$ cat config.mk
export PLATFORM = sky130hd
export DESIGN_NAME = mux4_rr
export DESIGN_NICKNAME = d
export VERILOG_FILES = /design/src/rtl/mux4_rr_pkg.sv /design/src/rtl/rr_arbiter4.sv /design/src/rtl/mux4_rr.sv
export SDC_FILE = /design/constraint.sdc
export NUM_CORES = 1
export LEC_CHECK = 0
export ABC_CLOCK_PERIOD_IN_PS = 2600
export CAP_MARGIN = 20
export CELL_PAD_IN_SITES_DETAIL_PLACEMENT = 0
export CELL_PAD_IN_SITES_GLOBAL_PLACEMENT = 1
export CORE_ASPECT_RATIO = 1.25
export CORE_MARGIN = 2
export CORE_UTILIZATION = 28
export DETAILED_ROUTE_END_ITERATION = 10
export GPL_TIMING_DRIVEN = 0
export HOLD_SLACK_MARGIN = 0.12
export PLACE_DENSITY = 0.86
export SLEW_MARGIN = 20
export SYNTH_ARGS = -nofsm -noshare
export SYNTH_HDL_FRONTEND = slang
export SYNTH_HIERARCHICAL = 1
export SYNTH_SLANG_ARGS = --single-unit
$ cat constraint.sdc
create_clock -name clk -period 2.6 [get_ports clk]
set_input_delay 0.26 -clock clk [delete_from_list [all_inputs] [get_ports clk]]
set_output_delay 0.26 -clock clk [all_outputs]
set_load 0.01 [all_outputs]
$ cat src/rtl/mux4_rr_pkg.sv
// Shared definitions for the 4:1 round-robin mux and its 1:4 demux partner.
// The channel-index type fixes the sel encoding used at both ends of the path.
package mux4_rr_pkg;

   localparam int SEL_W  = 2;
   localparam int NUM_CH = 4;
   localparam int CNT_W  = 8;

   typedef logic [SEL_W-1:0] ch_idx_t;

   typedef enum logic {
      ST_EMPTY = 1'b0,
      ST_FULL  = 1'b1
   } state_t;

endpackage

$ cat src/rtl/rr_arbiter4.sv
// Combinational 4-way round-robin arbiter: the first requester at or after ptr
// (mod 4) wins. The pointer itself is owned by the caller.
module rr_arbiter4
   import mux4_rr_pkg::*;
(
   input  logic [NUM_CH-1:0] req,
   input  ch_idx_t           ptr,
   output logic [NUM_CH-1:0] gnt,
   output ch_idx_t           gnt_idx,
   output logic              any
);

   ch_idx_t           w_cand [NUM_CH];
   logic [NUM_CH-1:0] w_hit;

   // w_cand[k] is the channel examined k-th in the rotated search order
   for (genvar gi = 0; gi < NUM_CH; gi++) begin : g_cand
      assign w_cand[gi] = ptr + ch_idx_t'(gi);
      assign w_hit[gi]  = req[w_cand[gi]];
   end

   always_comb begin
      gnt_idx = ptr;
      for (int k = NUM_CH - 1; k >= 0; k--) begin
         if (w_hit[k]) gnt_idx = w_cand[k];
      end
   end

   assign any = |req;

   for (genvar gi = 0; gi < NUM_CH; gi++) begin : g_gnt
      assign gnt[gi] = any && (gnt_idx == ch_idx_t'(gi));
   end

endmodule

$ cat src/rtl/mux4_rr.sv
// Four-input round-robin mux onto one registered valid/ready output tagged with
// the source channel. Define MUX4_CNT_EN to add per-channel accepted-beat counters.
module mux4_rr
   import mux4_rr_pkg::*;
#(
   parameter int WIDTH = 8
) (
   input  logic                    clk,
   input  logic                    rst,
   input  logic [NUM_CH-1:0]       in_valid,
   input  logic [NUM_CH*WIDTH-1:0] in_data,
   output logic [NUM_CH-1:0]       in_ready,
   output logic                    out_valid,
   output logic [WIDTH-1:0]        out_data,
   output logic [SEL_W-1:0]        out_sel,
   input  logic                    out_ready
`ifdef MUX4_CNT_EN
   ,
   output logic [NUM_CH*CNT_W-1:0] xfer_cnt
`endif
);

   state_t            r_state;
   state_t            w_state_next;
   ch_idx_t           r_ptr;
   ch_idx_t           r_sel;
   logic [WIDTH-1:0]  r_data;

   logic [NUM_CH-1:0] w_gnt;
   ch_idx_t           w_gnt_idx;
   logic              w_any;
   logic              w_load;
   logic [WIDTH-1:0]  w_data_mux;

   rr_arbiter4 u_arb (
      .req     (in_valid),
      .ptr     (r_ptr),
      .gnt     (w_gnt),
      .gnt_idx (w_gnt_idx),
      .any     (w_any)
   );

   // rst gates load so no producer sees a handshake while the mux is in reset
   assign w_load = !rst && ((r_state == ST_EMPTY) || out_ready) && w_any;

   for (genvar gi = 0; gi < NUM_CH; gi++) begin : g_ready
      assign in_ready[gi] = w_load && w_gnt[gi];
   end

   always_comb begin
      w_data_mux = '0;
      for (int k = 0; k < NUM_CH; k++) begin
         if (w_gnt_idx == ch_idx_t'(k)) w_data_mux = in_data[k*WIDTH +: WIDTH];
      end
   end

   always_ff @(posedge clk) begin
      if (rst) r_state <= ST_EMPTY;
      else     r_state <= w_state_next;
   end

   always_comb begin
      w_state_next = r_state;
      if (w_load)         w_state_next = ST_FULL;
      else if (out_ready) w_state_next = ST_EMPTY;
   end

   // Data and tag are retained while empty; only a load overwrites them
   always_ff @(posedge clk) begin
      if (rst) begin
         r_data <= '0;
         r_sel  <= '0;
         r_ptr  <= '0;
      end else if (w_load) begin
         r_data <= w_data_mux;
         r_sel  <= w_gnt_idx;
         r_ptr  <= w_gnt_idx + ch_idx_t'(1);
      end
   end

   assign out_valid = (r_state == ST_FULL);
   assign out_data  = r_data;
   assign out_sel   = r_sel;

`ifdef MUX4_CNT_EN
   for (genvar gi = 0; gi < NUM_CH; gi++) begin : g_cnt
      logic [CNT_W-1:0] r_cnt;

      always_ff @(posedge clk) begin
         if (rst)                               r_cnt <= '0;
         else if (in_valid[gi] && in_ready[gi]) r_cnt <= r_cnt + 1'b1;
      end

      assign xfer_cnt[gi*CNT_W +: CNT_W] = r_cnt;
   end
`endif

endmodule

## Yosys cells after proc, flatten, opt, wreduce, memory -nomap -nowiden

Cells that the tools add are included.

- Add/subtract/negate cells: 4
- $mul: 0
- Div/mod/pow operators: 0
- Order comparisons: 4
- Equal/unequal tests: 3
- Shift-type cells: 0
- Muxes and demuxes: 18
- Bitwise operators: 1
- Reduce and logical (&&, ||, !) cells: 15

Operators by type and width:

| cell | count |
|---|---|
| $mux W8 | 4 |
| $lt A2 B3 Y1 const B | 4 |
| $logic_and A1 B1 Y1 | 10 |
| $bmux W1 S2 | 4 |
| $mux W2 | 4 |
| $mux W1 | 6 |
| $add A2 B1 Y2 const B | 2 |
| $add A2 B2 Y2 const B | 2 |
| $eq A2 B2 Y1 const B | 2 |
| $reduce_or A4 Y1 | 1 |
| $eq A2 B1 Y1 const B | 1 |
| $logic_not A2 Y1 | 1 |
| $reduce_bool A2 Y1 | 1 |
| $logic_not A1 Y1 | 1 |
| $logic_or A1 B1 Y1 | 1 |
| $not A1 Y1 | 1 |

- Bits in registers: 13
- Bits in latches: 0
- RAM bits: 0
- ROM bits: 0
- Bits of input ports: 39
- Output and inout bits: 15
- Word-level logic and storage cells: 49
- Memories kept: 0

## Depth between registers and ports, before layout

Gate-level depths: netlist of run 1.

- Word-level depth: 12
- Gate-level depth with buffers: 11
- Gate-level depth less buffers: 8

## Hierarchy

Netlist of run 1, hierarchy kept.

Modules (own cells, without submodules):

| module | instances | cells each | area each (sq um) | seq. area each (sq um) |
|---|---|---|---|---|
| mux4_rr | 1 | 87 | 870.8 | 260.2 |
| rr_arbiter4 | 1 | 35 | 216.5 | 0.0 |

## Least setup slack after synthesis of run 1

Ideal clock, no wire load.

- Path type: reg2reg
- Start: register r_ptr[1]
- End: register r_data[1], in the netlist out_data[1]
- Arrival time: 2089 ps
- Path slack: 394 ps
- Stages on the path, launching flop included: 11
- Buffers on the path: 3
- Clock period less this slack: 2206 ps
- Cells stage by stage: dfxtp_1 > buf_4 > o22ai_1 > a222oi_1 > inv_1 > ha_1 > buf_6 > buf_8 > a21oi_1 > nand3_1 > a32o_1

- Cells in the longest elaborated chain, start to end: 12
- Elaborated cells on any way between the ends: 23

RTL lines:

| what | RTL line | RTL |
|---|---|---|
| from (decl) | mux4_rr.sv:25 | `ch_idx_t r_ptr;` |
| from (signal assigned) | mux4_rr.sv:77 | `r_ptr <= w_gnt_idx + ch_idx_t'(1);` |
| $add A2 B2 Y2 | rr_arbiter4.sv:18 | `assign w_cand[gi] = ptr + ch_idx_t'(gi);` |
| $bmux W1 S2 | rr_arbiter4.sv:19 | `assign w_hit[gi] = req[w_cand[gi]];` |
| $mux W1 (not written as such) | rr_arbiter4.sv:19 |  |
| $mux W2 (3 in series) | rr_arbiter4.sv:25 | `if (w_hit[k]) gnt_idx = w_cand[k];` |
| $mux W2 * | rr_arbiter4.sv:25 |  |
| net w_gnt_idx[0] | mux4_rr.sv:30 | `ch_idx_t w_gnt_idx;` |
| $logic_not A2 Y1 | mux4_rr.sv:53 | `if (w_gnt_idx == ch_idx_t'(k)) w_data_mux = in_data[k*WIDTH +: WIDTH];` |
| $mux W8 (3 in series) | mux4_rr.sv:53 |  |
| $mux W8 * | mux4_rr.sv:53 |  |
| to (signal assigned) | mux4_rr.sv:75 | `r_data <= w_data_mux;` |
| to (decl) | mux4_rr.sv:27 | `logic [WIDTH-1:0] r_data;` |

The timed path passes the listed nets; every way through them passes the cells marked *. The select of a mux whose other input is x is not followed.
A chain may end at the register's enable or synchronous reset.

## Worst setup path in the final report of run 1

- Start: register r_ptr[1]
- End: register r_data[5], in the netlist out_data[5]

The elaborated chain is that of the path after synthesis.

==> impl_metrics.csv, run 1 <==
group,metric,value,unit
outcome,status,"complete, no violations",
synthesis,yosys_warnings,6,
die,rows,25,
synthesis,synth_area_leaders,"dfxtp_1, a32o_1, nand4bb_2",
die,chipHeight,73.67,um
clock_network,cts_buffer_depth,2,
clock_network,clock-sinks,13,
clock_network,h-tree-depth,1,
pwr,p_leak,0.0006670,uW
global_routing,grt_pass1_vias,1138,
cells_and_area,layout.cells.non_filler,219,
critical_path,crit_path_end_kind,"flip-flop",
timing,fmax,414.7,MHz
placed_design,io_buffers,51,
critical_path,required,2.73,ns
cells_and_area,final_layout_size_suffix_gt1_share,12.85,%
critical_path,crit_path_start_kind,"flip-flop",
drt,vias,1176,
synthesis,syn_avg_cell_area,8.912,um2
cells_and_area,final_net_count,223,
timing,worst_pin_slew,0.4187,ns
synthesis,synth-simple-area-share,33.95,%
critical_path,reg2reg_depth,10,
pwr,ir_worst_vdd,0.0001932,V
cells_and_area,final_common_cell,"clkdlybuf4s50_1",
placed_design,dp.cells,213,
cells_and_area,final_core_util,45.63,%
synthesis,synthAdderAreaFrac,4.603,%
pwr,p_per_area,528.4,nW/um2
clock_network,path_clk_slew,0.06,ns
timing,slew_violations,0,
timing,fin_skew,0.009569,ns
hold_path,hp-class,"flip-flop to flip-flop",
synthesis,synth_nets,165,
clock_network,cts_hold_buf,0,
global_routing,antenna_found_initial,0,
critical_path,critical_path.max_fanout,10,
placed_design,gp_congestion,0.8655,
timing,grt_setup_unrepaired,"no",
drt,avgViaCountPerCell,5.370,
synthesis,synth_top_cell_by_area,"dfxtp_1",
global_routing,track_usage,15.23,%
synthesis,synth_top_family_by_area,"simple AND/OR/NAND/NOR gates",
global_routing,grt_max_degree,11,
hold_path,min_path_cells,1,
pwr,design_power_total,905.0,uW
global_routing,grt_overflow,0,
synthesis,ys_ff_latch,13,
clock_network,cts_tree,"done",
die,dieArea,4401,um2
job,drv_cap,0,
synthesis,synth_top_area_share,23.94,%
synthesis,syn_area,1087,um2
clock_network,cts_made_buffers,3,
synthesis,netlist_instances,122,
critical_path,critPathKind,"flip-flop to flip-flop",
clock_network,insertion_delay,0.25,ns
synthesis,ys_seq_area_share,23.94,%
drt,ant_nets,0,
timing,setup_viol,0,
synthesis,synth_mux_area_share,0,%
global_routing,grt_pass1_wl,5154,um
timing,post-route-period-util,92.75,%
drt,post_drt_wl_per_cell,14.87,um
timing,worst_slack,0.1885,ns
die,core-area,3754,um2
timing,finalHoldViolCount,0,
drt,drt_iter0_drc,66,
die,die_w,59.74,um
drt,drt_wl_total,3257,um
timing,max-slew-margin-rel,72.09,%
die,top_level_ports,54,
drt,drc_errors,0,
cells_and_area,mostFrequentLayoutCells,"clkdlybuf4s50_1, dfxtp_1, a21oi_1, nand3_1, nand2b_1",
placed_design,dp_slack,-0.4279,ns
synthesis,synth.distinct_cells,34,
critical_path,worst_ep_arrival_time,2.55,ns
placed_design,hpwl,2563,um
cells_and_area,area_growth,57.54,%
die,start_util,28.97,%
cells_and_area,antenna_cells,0,
timing,finalCriticalPeriod,2.412,ns
synthesis,synth-xor-area-share,0,%
clock_network,cts-root-buf,"clkbuf_8",
drt,first_pass_iters,4,
synthesis,synth_compound_area_share,27.16,%
[worst max-delay path: stages, from the launching register on]
cell and delay [ns]:
dfxtp_1 0.44, buf_4 0.21, o22ai_1 0.09, a222oi_1 0.35, inv_1 0.15, ha_1 0.30, buf_6 0.17, buf_8 0.13
a21oi_1 0.12, nand3_1 0.11, a32o_1 0.25
[synth_stat cells, drive strengths merged]
| cell type | n |
|---|---|
| a21oi | 13 |
| dfxtp | 13 |
| buf | 9 |
| nand2b | 9 |
| nand3 | 9 |
| a32o | 8 |
| nand3b | 8 |
| nand4bb | 8 |
| nor2 | 7 |
| inv | 6 |
| a22o | 4 |
| and2 | 4 |
| ha | 4 |
| o22ai | 4 |
| o21ai | 3 |
| nor2b | 2 |
| nor3b | 2 |
| a222oi | 1 |
| a22oi | 1 |
| a2bb2oi | 1 |
| clkinv | 1 |
| o211a | 1 |
| o21a | 1 |
| o21bai | 1 |
| o221a | 1 |
| o2bb2ai | 1 |
[path summary, 6_finish.rpt]
path,start,slack (ns),endpoint
worst max-delay path,r_ptr[1]$_SDFFE_PP0P_,0.19,out_data[5]$_SDFFE_PP0P_
worst min-delay path,out_data[2]$_SDFFE_PP0P_,0.47,out_data[2]$_SDFFE_PP0P_
worst max register to register,r_ptr[1]$_SDFFE_PP0P_,0.19,out_data[5]$_SDFFE_PP0P_
worst min register to register,out_data[2]$_SDFFE_PP0P_,0.47,out_data[2]$_SDFFE_PP0P_
[area by class of cell]
class,count,area [um2]
fillers,387,2041
flip-flops and latches,13,260.3
clock buffers,4,45.04
plain buffers,9,81.33
inverters,7,31.28
multi-input cells,93,714.4
well taps,40,50.05
repair buffers,53,530.5
[kinds of logic after synthesis]
kind of cell               after synthesis
AOI/OAI and AO/OA                       40
adders and majority gates                4
buffers and inverters                   16
and+or+nand+nor                         49
DFF                                     13
[power by group]
group	leakage [uW]	total (uW)	internal, uW	switching (uW)
clock network	0.0000228	182	108	73.7
registers	0.000107	260	235	25.9
logic	0.000537	463	265	198
[sequential cells by signal, summed over array words and instances, names as in the netlist]
signal / cells
r_ptr: 2
out_sel: 2
out_valid: 1
out_data: 8
[what timing repair did]
item	4_1_cts	5_1_grt
buffers inserted	2	0
resized for setup	0	2
setup endpoints to repair	12	8
pin swaps	1	1
[per-stage QoR]
stage	hold slack (ns)	TNS (ns)	area, um2
2_1_floorplan	0.3324	0	1087
3_3_place_gp	0.4560	-2.582	1648
3_5_place_dp	0.4667	-3.360	1648
4_1_cts	0.4802	0	1708
5_1_grt	0.4917	0	1713
6_report	0.4748	0	1713
[per-layer routing]
metal,global-route usage [%],part of all wire [%]
met5,0,0
met2,26.69,53
met4,6.667,2.2
met3,1.585,5.7
met1,18.35,39
(Power assumes the default switching activity.)
==> run 2, diff against run 1 <==
- CORE_UTILIZATION: 28 -> 25
- PLACE_DENSITY: 0.86 -> 0.85
- SLEW_MARGIN: 20 -> default
- SYNTH_HIERARCHICAL: 1 -> default
==> run 2 against run 1 <==
Effect of this change:
- count of clock-buffer cells in the layout unchanged
- cell count down 5.5%
- sequential power up 3%
- flip-flop and latch count unchanged
- clock power about the same
- global-route usage down 1.3 points
- non-clock buffer count unchanged
- first-iteration DRC count down 74%
- maximum frequency down 2.4%
- die area down 6.2%
- via count down 13%
- worst setup slack worse by 0.060 ns
- critical path type is now input pin to output port
- largest power group unchanged
==> impl_metrics.csv, run 2 <==
group,metric,value,unit
outcome,status,"complete, no violations",
clock_network,insertion_delay,0.24,ns
clock_network,clock-sinks,13,
cells_and_area,mostFrequentLayoutCells,"clkdlybuf4s50_1, a21oi_1, nand2_1, dfxtp_1, inv_1",
drt,post_drt_wl_per_cell,13.40,um
cells_and_area,final_net_count,212,
synthesis,synth-simple-area-share,17.93,%
drt,drc_errors,0,
drt,m1WireLength,1088,um
placed_design,hpwl,2237,um
drt,first_pass_iters,4,
timing,hold_slack,0.4598,ns
timing,worst_pin_slew,0.3311,ns
cells_and_area,layout.cells.non_filler,207,
placed_design,gp_congestion,0.7790,
hold_path,min_from,"out_sel[0]$_SDFFE_PP0P_",
clock_network,path_clk_slew,0.05,ns
cells_and_area,num-fill-cells,364,
timing,post-route-period-util,95.05,%
synthesis,synth_top_area_share,28.69,%
critical_path,crit_path_start_kind,"input pin",
timing,fmax,404.6,MHz
critical_path,reg2reg_depth,9,
synthesis,netlist_instances,110,
die,dieArea,4129,um2
clock_network,cts-root-buf,"clkbuf_8",
drt,wl_met2,1487,um
synthesis,synth_top_family_by_area,"compound AO/OA/AOI/OAI gates",
synthesis,synth_top_cell_by_area,"dfxtp_1",
critical_path,r2r_start,"r_ptr[1]$_SDFFE_PP0P_",
clock_network,cts_tree,"done",
global_routing,track_usage,13.94,%
cells_and_area,final_layout_size_suffix_gt1_share,16.67,%
critical_path,r2r_end,"out_data[5]$_SDFFE_PP0P_",
cells_and_area,antenna_cells,0,
cells_and_area,final_core_util,45.51,%
synthesis,ys_seq_area_share,28.69,%
global_routing,grt_pass1_wl,4519,um
synthesis,syn_area,907.1,um2
synthesis,yosysMostFrequentCell,"dfxtp_1",
placed_design,io_buffers,53,
synthesis,ys.flop_type,"dfxtp_1",
timing,setup_viol,0,
die,start_util,26.04,%
drt,wl_met3,182,um
synthesis,syn_avg_cell_area,8.247,um2
global_routing,grt_pass1_vias,1055,
hold_path,hp-class,"flip-flop to flip-flop",
synthesis,synthArstFlopShare,0,%
timing,finalHoldViolCount,0,
drt,ant_nets,0,
clock_network,h-tree-depth,1,
placed_design,placed_area,1486,um2
cells_and_area,largest_register_ffs,8,
global_routing,grt_overflow,0,
global_routing,antenna_found_initial,0,
pwr,ir_worst_vdd,0.0002349,V
synthesis,synthTopCellsByCount,"dfxtp_1, a21oi_1, inv_1, nand2_1, a211o_1",
synthesis,synth-edff-count,0,
cells_and_area,area_growth,74.76,%
clock_network,cts_hold_buf,0,
timing,slew_violations,0,
cells_and_area,final_common_cell,"clkdlybuf4s50_1",
synthesis,synth-xor-area-share,0,%
drt,drt_wl_total,2774,um
drt,avgViaCountPerCell,4.942,
critical_path,critPathKind,"input pin to output port",
synthesis,synth_compound_area_share,35.72,%
critical_path,worst_ep_arrival_time,2.21,ns
synthesis,synth_area_leaders,"dfxtp_1, a211o_1, a221oi_1",
job,drv_cap,0,
drt,route.top_layer_used,"met4",
critical_path,required,2.34,ns
die,rows,24,
global_routing,grt_max_degree,11,
synthesis,yosys_warnings,0,
pwr,p_per_area,572.5,nW/um2
timing,finalCriticalPeriod,2.471,ns
synthesis,synth.distinct_cells,28,
timing,max-slew-margin-rel,77.76,%
drt,vias,1023,
cells_and_area,fin_area,1585,um2
timing,fin_tns_setup,0,ns
critical_path,critical_path.max_fanout,10,
synthesis,ys_ff_latch,13,
die,chipHeight,71.35,um
drt,drt_iter0_drc,17,
hold_path,worstHoldEndpoint,"out_sel[0]$_SDFFE_PP0P_",
critical_path,r2r_setup_slack,0.46,ns
clock_network,cts_made_buffers,3,
synthesis,synth_mux_area_share,2.207,%
die,core-area,3483,um2
synthesis,synth_nets,153,
die,top_level_ports,54,
critical_path,crit_path_end_kind,"output port",
hold_path,min_path_cells,2,
synthesis,synthAdderAreaFrac,5.517,%
timing,fin_skew,0.002283,ns
pwr,p_leak,0.0006611,uW
clock_network,cts_buffer_depth,2,
die,die_w,57.88,um
placed_design,dp.cells,202,
run 2: final cells by class:
type	count	area, um2	share of cell area [%]
Timing Repair Buffer	55	545.5	34.41
Clock buffer	4	45.04	2.841
Sequential cell	13	262.8	16.57
Tap cell	39	48.80	3.078
Buffer	7	60.06	3.788
Multi-Input combinational cell	77	578.1	36.46
Inverter	12	45.04	2.841
run 2: routing by layer:
metal / vias to the layer above / track usage [%]
met1: 470 / 15.74
met3: 2 / 3.069
met5: - / 0
met2: 35 / 25.76
li1: 516 / -
met4: 0 / 3.876
run 2: worst max path at each step:
stage,end,slack (ns),startpoint,cells past startpoint
floorplan,in_ready[3],0.66,r_ptr[1]$_SDFFE_PP0P_,8
global placement,in_ready[3],-0.71,in_valid[3],10
detailed placement,in_ready[3],-0.79,in_valid[3],10
CTS,in_ready[2],0.008,in_valid[0],9
global route,in_ready[3],-0.004,in_valid[2],9
finish,in_ready[3],0.13,in_valid[2],9
run 2: power breakdown:
| part | leakage [uW] | internal, uW | switching [uW] |
|---|---|---|---|
| Sequential | 0.000109 | 240 | 28.5 |
| Combinational | 0.000529 | 258 | 200 |
| Clock | 0.0000228 | 108 | 72.3 |
| Total | 0.000661 | 606 | 301 |
run 2: cells by family after synthesis:
kind of cell,after synthesis
AND/OR/NAND/NOR,27
buffers and inverters,20
multiplexers,2
adder cells (fa/ha/maj),4
flip-flops,13
AO/OA/AOI/OAI,44
run 2: through the flow:
step                      setup WS, ns  total power (uW)
after floorplan                 0.6626             505.7
after global placement         -0.7093             692.3
after detailed placement       -0.7942             698.7
after CTS                     0.007959             907.0
after global routing         -0.003956             981.1
final                           0.1286             907.6
run 2: critical path, stage by stage:
cell and delay (ns):
dlygate4sd2_1 0.30, nor2b_2 0.19, o21ai_1 0.16, o211ai_2 0.14, inv_2 0.11, ha_4 0.18, clkbuf_4 0.21, and2_1 0.14
clkdlybuf4s50_1 0.53
run 2: timing repair:
item	in CTS	in global routing
endpoints found under the setup margin	3	3
hold endpoints to repair	0	0
setup buffers	1	1
resized for setup	16	9
pin swaps	0	1
==> run 3, diff against run 2 <==
- CORE_MARGIN: 2 -> 3
==> run 3 against run 2 <==
Effect of this change:
- die area is 6.4% higher
- cell count is 0.97% lower
- worst hold slack better by 0.013 ns
- critical path type is now flip-flop to output port
- largest power group unchanged
==> impl_metrics.csv, run 3 (synthesized netlist as in run 2, its figures left out) <==
group,metric,value,unit
outcome,status,"complete, no violations",
timing,grt_setup_unrepaired,"no",
timing,fin_skew,0.002662,ns
drt,drt_iter0_drc,38,
drt,drc_errors,0,
drt,first_pass_iters,4,
global_routing,grt_pass1_wl,4623,um
cells_and_area,final_net_count,212,
timing,worst_slack,0.1478,ns
timing,finalCriticalPeriod,2.452,ns
placed_design,dp.cells,200,
die,rows,23,
pwr,ir_worst_vdd,0.0003394,V
drt,ant_nets,0,
timing,worst_pin_slew,0.3496,ns
clock_network,cts_tree,"done",
clock_network,cts_made_buffers,3,
drt,avgViaCountPerCell,5.063,
drt,m1WireLength,1080,um
drt,vias,1038,
global_routing,grt_overflow,0,
cells_and_area,layout.cells.non_filler,205,
pwr,p_per_area,585.2,nW/um2
timing,finalHoldViolCount,0,
drt,wl_met2,1529,um
die,dieArea,4392,um2
clock_network,cts-root-buf,"clkbuf_8",
placed_design,gp_congestion,0.6908,
die,top_level_ports,54,
clock_network,cts_buffer_depth,2,
clock_network,insertion_delay,0.25,ns
cells_and_area,area_growth,73.93,%
die,core-area,3338,um2
global_routing,antenna_found_initial,0,
timing,max-slew-margin-rel,76.52,%
die,start_util,27.17,%
pwr,design_power_total,923.2,uW
drt,post_drt_wl_per_cell,14.13,um
timing,setup_viol,0,
cells_and_area,mostFrequentLayoutCells,"clkdlybuf4s50_1, a21oi_1, nand2_1, dfxtp_1, inv_1",
cells_and_area,final_common_cell,"clkdlybuf4s50_1",
critical_path,crit_slowest_cell,"clkdlybuf4s50_1",
critical_path,max_stage_delay,0.47,ns
cells_and_area,num-fill-cells,343,
critical_path,crit_buf_inv,3,
timing,post-route-period-util,94.32,%
critical_path,crit_path_start_kind,"flip-flop",
timing,hold_slack,0.4731,ns
global_routing,track_usage,13.89,%
placed_design,dp_slack,-0.8614,ns
hold_path,hp-class,"flip-flop to flip-flop",
placed_design,hpwl,2341,um
hold_path,worstHoldEndpoint,"out_sel[1]$_SDFFE_PP0P_",
critical_path,path_delay_family,"buffers and inverters",
timing,slew_violations,0,
cells_and_area,largest_register_ffs,8,
critical_path,reg2reg_depth,9,
critical_path,critical_path.max_fanout,10,
drt,wl_met3,250,um
cells_and_area,final_layout_size_suffix_gt1_share,14.88,%
timing,fin_tns_setup,0,ns
hold_path,min_from,"out_sel[1]$_SDFFE_PP0P_",
timing,fmax,407.8,MHz
critical_path,worst_ep_arrival_time,2.19,ns
cells_and_area,antenna_cells,0,
critical_path,r2r_setup_slack,0.40,ns
critical_path,critPathKind,"flip-flop to output port",
critical_path,r2r_end,"out_data[5]$_SDFFE_PP0P_",
die,chipHeight,73.35,um
critical_path,required,2.34,ns
die,die_w,59.88,um
critical_path,r2r_start,"r_ptr[1]$_SDFFE_PP0P_",
global_routing,grt_max_degree,11,
critical_path,crit_path_end_kind,"output port",
global_routing,grt_pass1_vias,1070,
clock_network,h-tree-depth,1,
clock_network,clock-sinks,13,
drt,route.top_layer_used,"met4",
hold_path,min_path_cells,2,
placed_design,io_buffers,53,
job,drv_cap,0,
drt,drt_wl_total,2896,um
pwr,p_leak,0.0006491,uW
critical_path,crit_chain,"nand3b_1 -> o31ai_2 -> o31a_1 -> buf_4 -> ha_1 -> buf_6 -> and2_1 -> clkdlybuf4s50_1",
clock_network,path_clk_slew,0.06,ns
==> run 3: worst reg2reg max path, stage by stage (launching register included) <==
cell and delay, ns:
dfxtp_2 0.35, nand3b_1 0.11, o31ai_2 0.07, o31a_1 0.32, buf_4 0.14, ha_1 0.20
and2b_1 0.34, a221oi_1 0.13, a211o_1 0.29, a31oi_1 0.17
==> run 3: worst max-delay path by stage <==
stage | from | to | slack, ns | depth (start not counted)
2_1_floorplan | r_ptr[1]$_SDFFE_PP0P_ | in_ready[3] | 0.66 | 8
3_3_place_gp | in_valid[3] | in_ready[3] | -0.73 | 10
3_5_place_dp | in_valid[3] | in_ready[3] | -0.86 | 10
4_1_cts | in_valid[2] | in_ready[3] | 0.02 | 9
5_1_grt | r_ptr[1]$_SDFFE_PP0P_ | in_ready[1] | 0.04 | 7
6_report | r_ptr[1]$_SDFFE_PP0P_ | in_ready[1] | 0.15 | 8
==> run 3: stage by stage <==
stage / utilization, % / cell area [um2]
finish: 47.26 / 1578
global route: 47.26 / 1578
CTS: 46.89 / 1565
detailed placement: 44.45 / 1484
global placement: 44.45 / 1484
floorplan: - / 907.1
==> run 3: layout make-up <==
type | instances | area, um2 | area share, %
Sequential cell | 13 | 261.5 | 16.57
Clock buffer | 4 | 45.04 | 2.855
Tap cell | 37 | 46.29 | 2.934
Multi-Input combinational cell | 77 | 574.3 | 36.40
Buffer | 6 | 56.30 | 3.569
Timing Repair Buffer | 56 | 549.3 | 34.81
Inverter | 12 | 45.04 | 2.855
==> run 3: layer usage <==
layer	vias to the layer above	GRT usage, %
met5	-	0
met4	0	5.172
met3	4	3.515
met2	41	25.24
met1	481	15.02
li1	512	-
==> run 3: power by group <==
group	switching, uW	internal (uW)	leakage (uW)
combinational	206	264	0.000517
clock	79.1	109	0.0000228
sequential	26.3	239	0.000109
total	312	612	0.000649
==> run 3: what timing repair did <==
| action | in CTS | in global routing |
|---|---|---|
| pin swaps | 1 | 1 |
| endpoints found under the setup margin | 6 | 2 |
| hold buffers | 0 | 0 |
| gates resized for setup | 17 | 7 |
| setup buffers | 2 | 1 |
